--- config.mk ---
export PLATFORM = sky130hd
export DESIGN_NAME = lc3b_mem_ctrl
export DESIGN_NICKNAME = d
export VERILOG_FILES = /design/src/rtl/lc3b_mem_pkg.sv /design/src/rtl/lc3b_byte_lane.sv /design/src/rtl/lc3b_mem_ctrl.sv
export SDC_FILE = /design/constraint.sdc
export NUM_CORES = 1
export LEC_CHECK = 0
export ABC_AREA = 1
export CAP_MARGIN = 20
export CORE_MARGIN = 1.5
export CORE_UTILIZATION = 30
export CTS_BUF_LIST = sky130_fd_sc_hd__clkbuf_4 sky130_fd_sc_hd__clkbuf_8 sky130_fd_sc_hd__clkbuf_16
export DETAILED_ROUTE_END_ITERATION = 16
export GPL_TIMING_DRIVEN = 0
export HOLD_SLACK_MARGIN = 0.15
export PLACE_DENSITY = 0.62
export SYNTH_ARGS = -nofsm -noshare
export SYNTH_HDL_FRONTEND = slang
export SYNTH_SLANG_ARGS = --single-unit
--- constraint.sdc ---
create_clock -name clk -period 1.6 [get_ports clk]
set_input_delay 0.32 -clock clk [delete_from_list [all_inputs] [get_ports clk]]
set_output_delay 0.32 -clock clk [all_outputs]
set_load 0.01 [all_outputs]
--- src/rtl/lc3b_mem_pkg.sv ---
// Shared definitions for the LC-3b split byte-bank memory path:
// controller state encodings, access-size codes and bank geometry.
package lc3b_mem_pkg;

    typedef enum logic [1:0] {
        ST_IDLE   = 2'd0,
        ST_ACCESS = 2'd1,
        ST_DONE   = 2'd2
    } mem_state_e;

    localparam logic SIZE_WORD   = 1'b0;
    localparam logic SIZE_BYTE   = 1'b1;

    localparam int   BANK_ADDR_W = 8;
    localparam int   CNT_W       = 4;

endpackage

--- src/rtl/lc3b_byte_lane.sv ---
// Combinational byte-lane steering: per-bank write enables and write data,
// plus read-data select/zero-extension, from access size and address bit 0.
module lc3b_byte_lane
    import lc3b_mem_pkg::*;
(
    input  logic        size,
    input  logic        lane_sel,
    input  logic        suppress,
    input  logic [15:0] wdata,
    input  logic [7:0]  lo_rdata,
    input  logic [7:0]  hi_rdata,
    output logic        lo_wen,
    output logic        hi_wen,
    output logic [7:0]  lo_wdata,
    output logic [7:0]  hi_wdata,
    output logic [15:0] rd_data
);

    // Lane enables and data steering for the current access
    always_comb begin
        lo_wen   = 1'b0;
        hi_wen   = 1'b0;
        lo_wdata = wdata[7:0];
        hi_wdata = wdata[15:8];
        rd_data  = 16'h0000;
        if (suppress) begin
            lo_wen  = 1'b0;
            hi_wen  = 1'b0;
            rd_data = 16'h0000;
        end else if (size == SIZE_WORD) begin
            lo_wen  = 1'b1;
            hi_wen  = 1'b1;
            rd_data = {hi_rdata, lo_rdata};
        end else begin
            // A byte store presents the same byte to both banks; only one is enabled
            hi_wdata = wdata[7:0];
            lo_wen   = ~lane_sel;
            hi_wen   = lane_sel;
            if (lane_sel == SIZE_BYTE) begin
                rd_data = {8'h00, hi_rdata};
            end else begin
                rd_data = {8'h00, lo_rdata};
            end
        end
    end

endmodule

--- src/rtl/lc3b_mem_ctrl.sv ---
// LC-3b memory controller: sequences one word/byte access over MEM_CYCLES
// clocks against split lo/hi byte banks. Optional MEMCTRL_ALIGN_ERR_EN flags misaligned words.
module lc3b_mem_ctrl
    import lc3b_mem_pkg::*;
#(
    parameter int MEM_CYCLES = 4,
    parameter int ADDR_W     = BANK_ADDR_W
) (
    input  logic              clk,
    input  logic              reset,
    input  logic              req_valid,
    input  logic              req_we,
    input  logic              req_byte,
    input  logic [15:0]       req_addr,
    input  logic [15:0]       req_wdata,
    output logic              mem_ready,
    output logic [15:0]       rdata,
    output logic              busy,
    output logic [ADDR_W-1:0] lo_addr,
    output logic [7:0]        lo_wdata,
    output logic              lo_we_n,
    input  logic [7:0]        lo_rdata,
    output logic [ADDR_W-1:0] hi_addr,
    output logic [7:0]        hi_wdata,
    output logic              hi_we_n,
    input  logic [7:0]        hi_rdata
`ifdef MEMCTRL_ALIGN_ERR_EN
    ,
    output logic              align_err
`endif
);

    localparam logic [CNT_W-1:0] CNT_LOAD = CNT_W'(MEM_CYCLES - 1);
    localparam logic [CNT_W-1:0] CNT_ZERO = CNT_W'(0);
    localparam logic [CNT_W-1:0] CNT_ONE  = CNT_W'(1);

    mem_state_e        state_q,     state_d;
    logic [CNT_W-1:0]  cnt_q,       cnt_d;
    logic              we_q,        we_d;
    logic              size_q,      size_d;
    logic              lane_q,      lane_d;
    logic              misalign_q,  misalign_d;
    logic [ADDR_W-1:0] addr_q,      addr_d;
    logic [15:0]       wdata_q,     wdata_d;
    logic [15:0]       rdata_q,     rdata_d;
    logic              ready_q,     ready_d;
    logic              busy_q,      busy_d;
    logic              lo_we_n_q,   lo_we_n_d;
    logic              hi_we_n_q,   hi_we_n_d;
    logic [7:0]        lo_wdata_q;
    logic [7:0]        hi_wdata_q;

    logic              lo_wen_s;
    logic              hi_wen_s;
    logic [7:0]        lo_wdata_s;
    logic [7:0]        hi_wdata_s;
    logic [15:0]       lane_rdata_s;
    logic              unused_addr_s;

    // Address bits above the bank word address simply wrap
    assign unused_addr_s = ^req_addr[15:ADDR_W+1];

    lc3b_byte_lane u_lane (
        .size     (size_q),
        .lane_sel (lane_q),
        .suppress (misalign_q),
        .wdata    (wdata_q),
        .lo_rdata (lo_rdata),
        .hi_rdata (hi_rdata),
        .lo_wen   (lo_wen_s),
        .hi_wen   (hi_wen_s),
        .lo_wdata (lo_wdata_s),
        .hi_wdata (hi_wdata_s),
        .rd_data  (lane_rdata_s)
    );

    // Next-state, request latch, bank strobe and completion logic
    always_comb begin
        state_d    = state_q;
        cnt_d      = cnt_q;
        we_d       = we_q;
        size_d     = size_q;
        lane_d     = lane_q;
        misalign_d = misalign_q;
        addr_d     = addr_q;
        wdata_d    = wdata_q;
        rdata_d    = rdata_q;
        ready_d    = 1'b0;
        lo_we_n_d  = 1'b1;
        hi_we_n_d  = 1'b1;
        case (state_q)
            ST_IDLE: begin
                if (req_valid) begin
                    state_d = ST_ACCESS;
                    cnt_d   = CNT_LOAD;
                    we_d    = req_we;
                    size_d  = req_byte;
                    lane_d  = req_addr[0];
                    addr_d  = req_addr[ADDR_W:1];
                    wdata_d = req_wdata;
`ifdef MEMCTRL_ALIGN_ERR_EN
                    misalign_d = (req_byte == SIZE_WORD) && req_addr[0];
`else
                    misalign_d = 1'b0;
`endif
                end else begin
                    state_d = ST_IDLE;
                end
            end
            ST_ACCESS: begin
                if (cnt_q == CNT_ZERO) begin
                    state_d = ST_DONE;
                    rdata_d = lane_rdata_s;
                    ready_d = 1'b1;
                end else begin
                    cnt_d = cnt_q - CNT_ONE;
                    // Strobe lands in the final ACCESS cycle: one bank negedge write
                    if (cnt_q == CNT_ONE) begin
                        lo_we_n_d = ~(we_q & lo_wen_s);
                        hi_we_n_d = ~(we_q & hi_wen_s);
                    end else begin
                        lo_we_n_d = 1'b1;
                        hi_we_n_d = 1'b1;
                    end
                end
            end
            ST_DONE: begin
                state_d = ST_IDLE;
            end
            default: begin
                state_d = ST_IDLE;
            end
        endcase
        busy_d = (state_d != ST_IDLE);
    end

    // State and output registers with synchronous active-low reset
    always_ff @(posedge clk) begin
        if (!reset) begin
            state_q    <= ST_IDLE;
            cnt_q      <= CNT_ZERO;
            we_q       <= 1'b0;
            size_q     <= SIZE_WORD;
            lane_q     <= 1'b0;
            misalign_q <= 1'b0;
            addr_q     <= {ADDR_W{1'b0}};
            wdata_q    <= 16'h0000;
            rdata_q    <= 16'h0000;
            ready_q    <= 1'b0;
            busy_q     <= 1'b0;
            lo_we_n_q  <= 1'b1;
            hi_we_n_q  <= 1'b1;
            lo_wdata_q <= 8'h00;
            hi_wdata_q <= 8'h00;
        end else begin
            state_q    <= state_d;
            cnt_q      <= cnt_d;
            we_q       <= we_d;
            size_q     <= size_d;
            lane_q     <= lane_d;
            misalign_q <= misalign_d;
            addr_q     <= addr_d;
            wdata_q    <= wdata_d;
            rdata_q    <= rdata_d;
            ready_q    <= ready_d;
            busy_q     <= busy_d;
            lo_we_n_q  <= lo_we_n_d;
            hi_we_n_q  <= hi_we_n_d;
            lo_wdata_q <= lo_wdata_s;
            hi_wdata_q <= hi_wdata_s;
        end
    end

    assign mem_ready = ready_q;
    assign rdata     = rdata_q;
    assign busy      = busy_q;
    assign lo_addr   = addr_q;
    assign hi_addr   = addr_q;
    assign lo_wdata  = lo_wdata_q;
    assign hi_wdata  = hi_wdata_q;
    assign lo_we_n   = lo_we_n_q;
    assign hi_we_n   = hi_we_n_q;

`ifdef MEMCTRL_ALIGN_ERR_EN
    logic align_err_q, align_err_d;

    // Misalignment flag accompanies the completion pulse
    always_comb begin
        align_err_d = ((state_q == ST_ACCESS) && (cnt_q == CNT_ZERO)) ? misalign_q : 1'b0;
    end

    // Alignment error register
    always_ff @(posedge clk) begin
        if (!reset) begin
            align_err_q <= 1'b0;
        end else begin
            align_err_q <= align_err_d;
        end
    end

    assign align_err = align_err_q;
`endif

endmodule

==> impl_metrics.toml, run 1 <==
[clock_network]
path_clk_slew_ps = 80
cts_root_buf = "clkbuf_8"
hold_buffers = 0
cts_buffers = 9
cts_buffer_depth = 2
cts_tree = "built"
h-tree-depth = 3
cts_sinks = 69
clkLatencyLatePin_ps = 340

[detailed_routing]
first_pass_iters = 4
ant_nets = 0
initialDrtViolationCount = 73
post_drt_via_cell_ratio = 4.377
vias = 2425
drt_wl_total_um = 6796
drc = 0
wl_per_cell_um = 12.27

[critical_path]
worstSetupPathType = "flip-flop to output pin"
worstReg2RegStart = "cnt_q[0]$_SDFFE_PN0P_"
cp_num_buf_inv = 1
cp-startpoint = "rdata[0]$_SDFFE_PN0P_"
critPathArrivalTime_ps = 1230
start_kind = "flip-flop"
worst_setup_path_end_kind = "output pin"
path_cells = "clkdlybuf4s50_1"
cp.required_ps = 1280
cpMaxStageDelayCell = "clkdlybuf4s50_1"
critPathMaxFanout = 2
crit_family = "buffers and inverters"
critical_path.max_stage_delay_ps = 540

[pwr]
pwr-share-clk = 0.345
pwr-share-seq = 0.450
internal-power_mw = 3.182
powerDensity_nw_per_um2 = 1100
peakVddDrop_uv = 473.4
power_switching_mw = 1.194
p_leak_nw = 1.844
totalPowerFinal_mw = 4.376
switching_share = 0.2728
p_comb_frac = 0.206

[flow_run]
cap_viol_max_count = 0

[place]
place_inst = 538
place_ws_ps = -33.82
place_hpwl_um = 5055
portBuffers = 96
routabilityCongestion = 0.7816

[timing]
fin_worst_skew_ps = 8.953
worst_pin_slew_ps = 507.2
maxSlewViolCount = 0
timing.fmax_ghz = 0.6450
hold_viol_final = 0
slew_headroom = 0.6619
fin_crit_ps = 1550
setup_violations = 0
whs_ps = 332.4
post-route-period-util = 0.9690
setup_ws_ps = 49.55
rsz0062_at_grt = "false"

[floorplan]
core_sq_um = 8636
dieHeight_um = 97.03
start_util = 0.3072
fp-row-count = 34
chipWidth_um = 97.03
io_pins = 105
die-area_sq_um = 9415

[layout]
area_growth_pct = 50.00
antennaDiodeCount = 0
nets = 497
stdcell_count = 554
drive_gt1_frac = 0.1614
nFillCells = 875

[global_routing]
first_global_vias = 2384
grt_max_degree = 13
grt_antenna_before_repair = 0
grt_overflow = 0
grt_usage = 0.1496
grt_pass1_wl_um = 11140

[worst_hold_path]
hold_path_class = "input pin to flip-flop"
hp-start = "reset"

[synth]
synth_cell_types = 22
ys_ff_latch = 69
ys_warn_count = 0
syn_area_sq_um = 2653
yosysSeqAreaShare = 0.5208
synth_cells = 334
syn_nets = 390
avgSynthCellArea_sq_um = 7.942

[run_status]
status = "finished clean"
layer usage:
layer  up-vias  track usage  wire, um
met4         0      0.09030       122
met1      1083       0.1679      2950
met5         -            0         0
li1       1263            -         -
met2        69       0.2544      3344
met3        10      0.03757       378
kinds of logic (layout without fill, tap and decap cells):
group / count (synthesis) / after routing / synth area share
DFF: 69 / 69 / 0.5208
adders and majority gates: 3 / 3 / 0.01415
and+or+nand+nor: 157 / 157 / 0.2547
buffers and inverters: 46 / 158 / 0.08821
AOI/OAI and AO/OA: 59 / 59 / 0.1222
power by group through the flow:
stage / Clock (mW) / Sequential, mW / Combinational (mW)
2_1_floorplan: 0 / 2.04 / 0.440
3_3_place_gp: 0 / 2.00 / 0.912
3_5_place_dp: 0 / 2.00 / 0.924
4_1_cts: 1.56 / 1.97 / 0.913
5_1_grt: 1.62 / 1.99 / 1.00
6_report: 1.51 / 1.97 / 0.901
placed cells by master (no fill, tap or decap):
master,synthesis,layout
nor2_2,10,10
nand2_2,3,3
o211ai_1,1,1
buf_2,8,8
buf_4,9,10
inv_1,13,13
o21ai_0,40,40
dfxtp_2,0,6
clkinvlp_4,0,2
o21ai_1,7,7
inv_4,1,1
dlymetal6s2s_1,0,6
clkbuf_8,0,12
o21ai_2,7,7
dlygate4sd2_1,0,7
nand3_2,2,2
dfxtp_1,69,63
clkdlybuf4s50_1,0,82
a21oi_1,4,4
bufinv_16,0,1
nor2_1,83,83
inv_6,0,1
nand2_1,38,38
clkbuf_1,7,7
buf_6,2,2
nand3_1,18,18
nor2_8,1,1
nor3_1,2,2
ha_1,3,3
inv_2,6,6
cells in the mapped netlist:
cell,n,area [sq um]
clkbuf_1,7,26.28
o21ai_0,40,200.2
o21ai_1,7,35.03
buf_2,8,40.04
nand2_2,3,18.77
o21ai_2,7,61.31
o211ai_1,1,7.510
inv_2,6,22.52
nor2_2,10,62.56
buf_4,9,67.56
inv_4,1,6.260
buf_6,2,22.52
nor2_8,1,20.02
nand3_1,18,90.09
nand2_1,38,142.6
a21oi_1,4,20.02
ha_1,3,37.54
dfxtp_1,69,1381
nor2_1,83,311.6
nand3_2,2,20.02
nor3_1,2,10.01
inv_1,13,48.80
worst register-to-register path, stage by stage, from the launching register on:
cell	delay (ps)
dfxtp_1	330
inv_1	120
ha_1	170
nand2_2	100
nor2_8	220
inv_4	80
buf_6	160
nor2_2	100
nor2_1	50
repair_timing:
item | CTS | global route
endpoints found under the setup margin | 9 | 6
buffers inserted | 0 | 0
gates resized for setup | 14 | 6
per-stage QoR:
step / instance area, sq um / utilization / TNS [ps]
after floorplan: 2653 / - / 0
after global placement: 3749 / 0.4341 / -1.439
after detailed placement: 3749 / 0.4341 / -36.64
after CTS: 3964 / 0.4590 / 0
after global routing: 3979 / 0.4607 / 0
final: 3979 / 0.4607 / 0
cell type report:
type	instances	area [sq um]	area share
Buffer	26	156.4	0.03931
Clock buffer	12	165.2	0.04151
Clock inverter	4	53.80	0.01352
Inverter	20	77.57	0.01950
Multi-Input combinational cell	219	1037	0.2607
Sequential cell	69	1389	0.3491
Tap cell	108	135.1	0.03396
Timing Repair Buffer	96	964.7	0.2425
state kept, by name (all words and copies together), names as in the netlist, 2 cells and up:
register / count
rdata: 16
wdata_q: 16
hi_addr: 8
hi_wdata: 8
lo_wdata: 8
cnt_q: 4
state_q: 2
worst paths after layout:
kind | cells past startpoint | slack (ps) | end
worst max-delay path | 1 | 50 | rdata[0]
worst min-delay path | 3 | 330 | size_q$_SDFFE_PN0N_
worst max register to register | 8 | 170 | rdata[3]$_SDFFE_PN0P_
worst min register to register | 2 | 440 | lo_wdata[7]$_SDFF_PN0_
No activity file was read; power rests on OpenSTA's default activity.
==> inputs of run 2 (changes only) <==
==> constraint.sdc (replaced) <==
create_clock -name clk -period 2 [get_ports clk]
set_input_delay 0.4 -clock clk [delete_from_list [all_inputs] [get_ports clk]]
set_output_delay 0.4 -clock clk [all_outputs]
set_load 0.01 [all_outputs]
==> run 2 against run 1 <==
Net effect: routed wire length shrank 0.74%; utilization is 0.13 points lower; sequential power down 20%; via count shrank 0.16%; non-clock buffer count stayed put; first-iteration DRC count fell by 1.4%; register-to-register slack better by 400 ps; final cell count stayed put; cell area shrank 0.28%; hold slack improved by 84 ps; critical endpoint is now lo_addr[7]; largest power group unchanged; highest routed layer unchanged.
==> impl_metrics.toml, run 2 (synthesis gave the netlist of run 1 again) <==
[run_status]
status = "finished clean"

[detailed_routing]
wl_per_cell_um = 12.18
route.met3.wl_um = 361
dr_wl_met2_um = 3339
highest-signal-layer = "met4"
m1WireLength_um = 2937
initialDrtViolationCount = 72
post_drt_via_cell_ratio = 4.370
ant_nets = 0
drt_wl_total_um = 6746
vias = 2421
drc = 0
first_pass_iters = 4

[worst_hold_path]
hold_path_class = "input pin to flip-flop"

[clock_network]
cts_sinks = 69
post_cts_buffers = 0
cts_tree = "built"
h-tree-depth = 3
cts_buffers = 9
cts-resized-gates = 0
clkLatencyLatePin_ps = 340
path_clk_slew_ps = 70
cts_root_buf = "clkbuf_8"
hold_buffers = 0
cts_buffer_depth = 2

[timing]
post-route-period-util = 0.8738
fin_worst_skew_ps = 9.160
timing.fmax_ghz = 0.5722
fin_tns_setup_ps = 0
slew_headroom = 0.6559
hold_viol_final = 0
worst_pin_slew_ps = 516.2
rsz0062_at_grt = "false"
setup_violations = 0
fin_crit_ps = 1748
maxSlewViolCount = 0

[pwr]
p_comb_frac = 0.209
pwr-share-clk = 0.343
peakVddDrop_uv = 374.0
power_switching_mw = 0.9509
p_leak_nw = 1.715
powerDensity_nw_per_um2 = 884.1
internal-power_mw = 2.557
switching_share = 0.2711
pwr-share-seq = 0.448

[critical_path]
start_kind = "flip-flop"
critPathArrivalTime_ps = 1350
worst_setup_path_end_kind = "output pin"
rrSetupSlack_ps = 570
cp.required_ps = 1600
critPathMaxFanout = 3
worstSetupPathType = "flip-flop to output pin"

[layout]
final_cell_mix = "clkdlybuf4s50_1, nor2_1, dfxtp_1"
antennaDiodeCount = 0
nets = 497
drive_gt1_frac = 0.1457
utilization = 0.4594
final_common_cell = "clkdlybuf4s50_1"
area_growth_pct = 49.58

[floorplan]
start_util = 0.3072
die-area_sq_um = 9415
fp-row-count = 34
chipWidth_um = 97.03
core_sq_um = 8636
io_pins = 105
dieHeight_um = 97.03

[place]
portBuffers = 96
routabilityCongestion = 0.7816
place_hpwl_um = 5055

[global_routing]
grt_antenna_before_repair = 0
first_global_vias = 2380
grt_pass1_wl_um = 11150
grt_overflow = 0
grt_max_degree = 13
grt_usage = 0.1497

[flow_run]
cap_viol_max_count = 0
-- run 2: cell count changes in the layout (fill, tap and decap cells not counted), sizes merged --
cell	delta
clkdlybuf4s50	+14
dlygate4sd2	-7
dlymetal6s2s	-6
buf	-1
-- run 2: per-stage QoR --
stage / cells / power [mW] / hold WS, ps / setup slack [ps] / area (sq um)
floorplan: 334 / 1.982 / 420.9 / 759.5 / 2653
global placement: 538 / 2.330 / 431.9 / 318.6 / 3749
detailed placement: 538 / 2.342 / 433.6 / 286.2 / 3749
CTS: 554 / 3.559 / 394.4 / 208.8 / 3968
global route: 554 / 3.700 / 416.4 / 172.5 / 3968
finish: 554 / 3.508 / 416.2 / 252.4 / 3968
-- run 2: routing by layer --
metal / up-vias / global-route usage
met5: - / 0
met4: 0 / 0.09030
met3: 8 / 0.03757
met2: 64 / 0.2539
met1: 1086 / 0.1688
li1: 1263 / -
-- run 2: path summary, 6_finish.rpt --
| kind | startpoint | end | cells after the start |
|---|---|---|---|
| max | hi_addr[7]$_SDFFE_PN0N_ | lo_addr[7] | 2 |
| min | reset | size_q$_SDFFE_PN0N_ | 3 |
| max reg2reg | cnt_q[0]$_SDFFE_PN0P_ | rdata[3]$_SDFFE_PN0P_ | 8 |
| min reg2reg | wdata_q[7]$_SDFFE_PN0N_ | lo_wdata[7]$_SDFF_PN0_ | 2 |
-- run 2: critical path, stage by stage (launching register included) --
cell             delay, ps
dfxtp_1                370
buf_4                  120
clkdlybuf4s50_1        520
-- run 2: layout make-up --
type,instances,area [sq um]
Buffer,26,156.4
Clock buffer,12,165.2
Clock inverter,4,53.80
Fill cell,872,4668
Inverter,20,77.57
Multi-Input combinational cell,219,1037
Sequential cell,69,1381
Tap cell,108,135.1
Timing Repair Buffer,96,960.9
-- run 2: power by group through the flow --
stage | Clock, mW | Combinational, mW | Sequential, mW
final | 1.20 | 0.734 | 1.57
after global placement | 0 | 0.730 | 1.60
after floorplan | 0 | 0.352 | 1.63
after CTS | 1.24 | 0.742 | 1.57
after detailed placement | 0 | 0.740 | 1.60
after global routing | 1.30 | 0.815 | 1.59
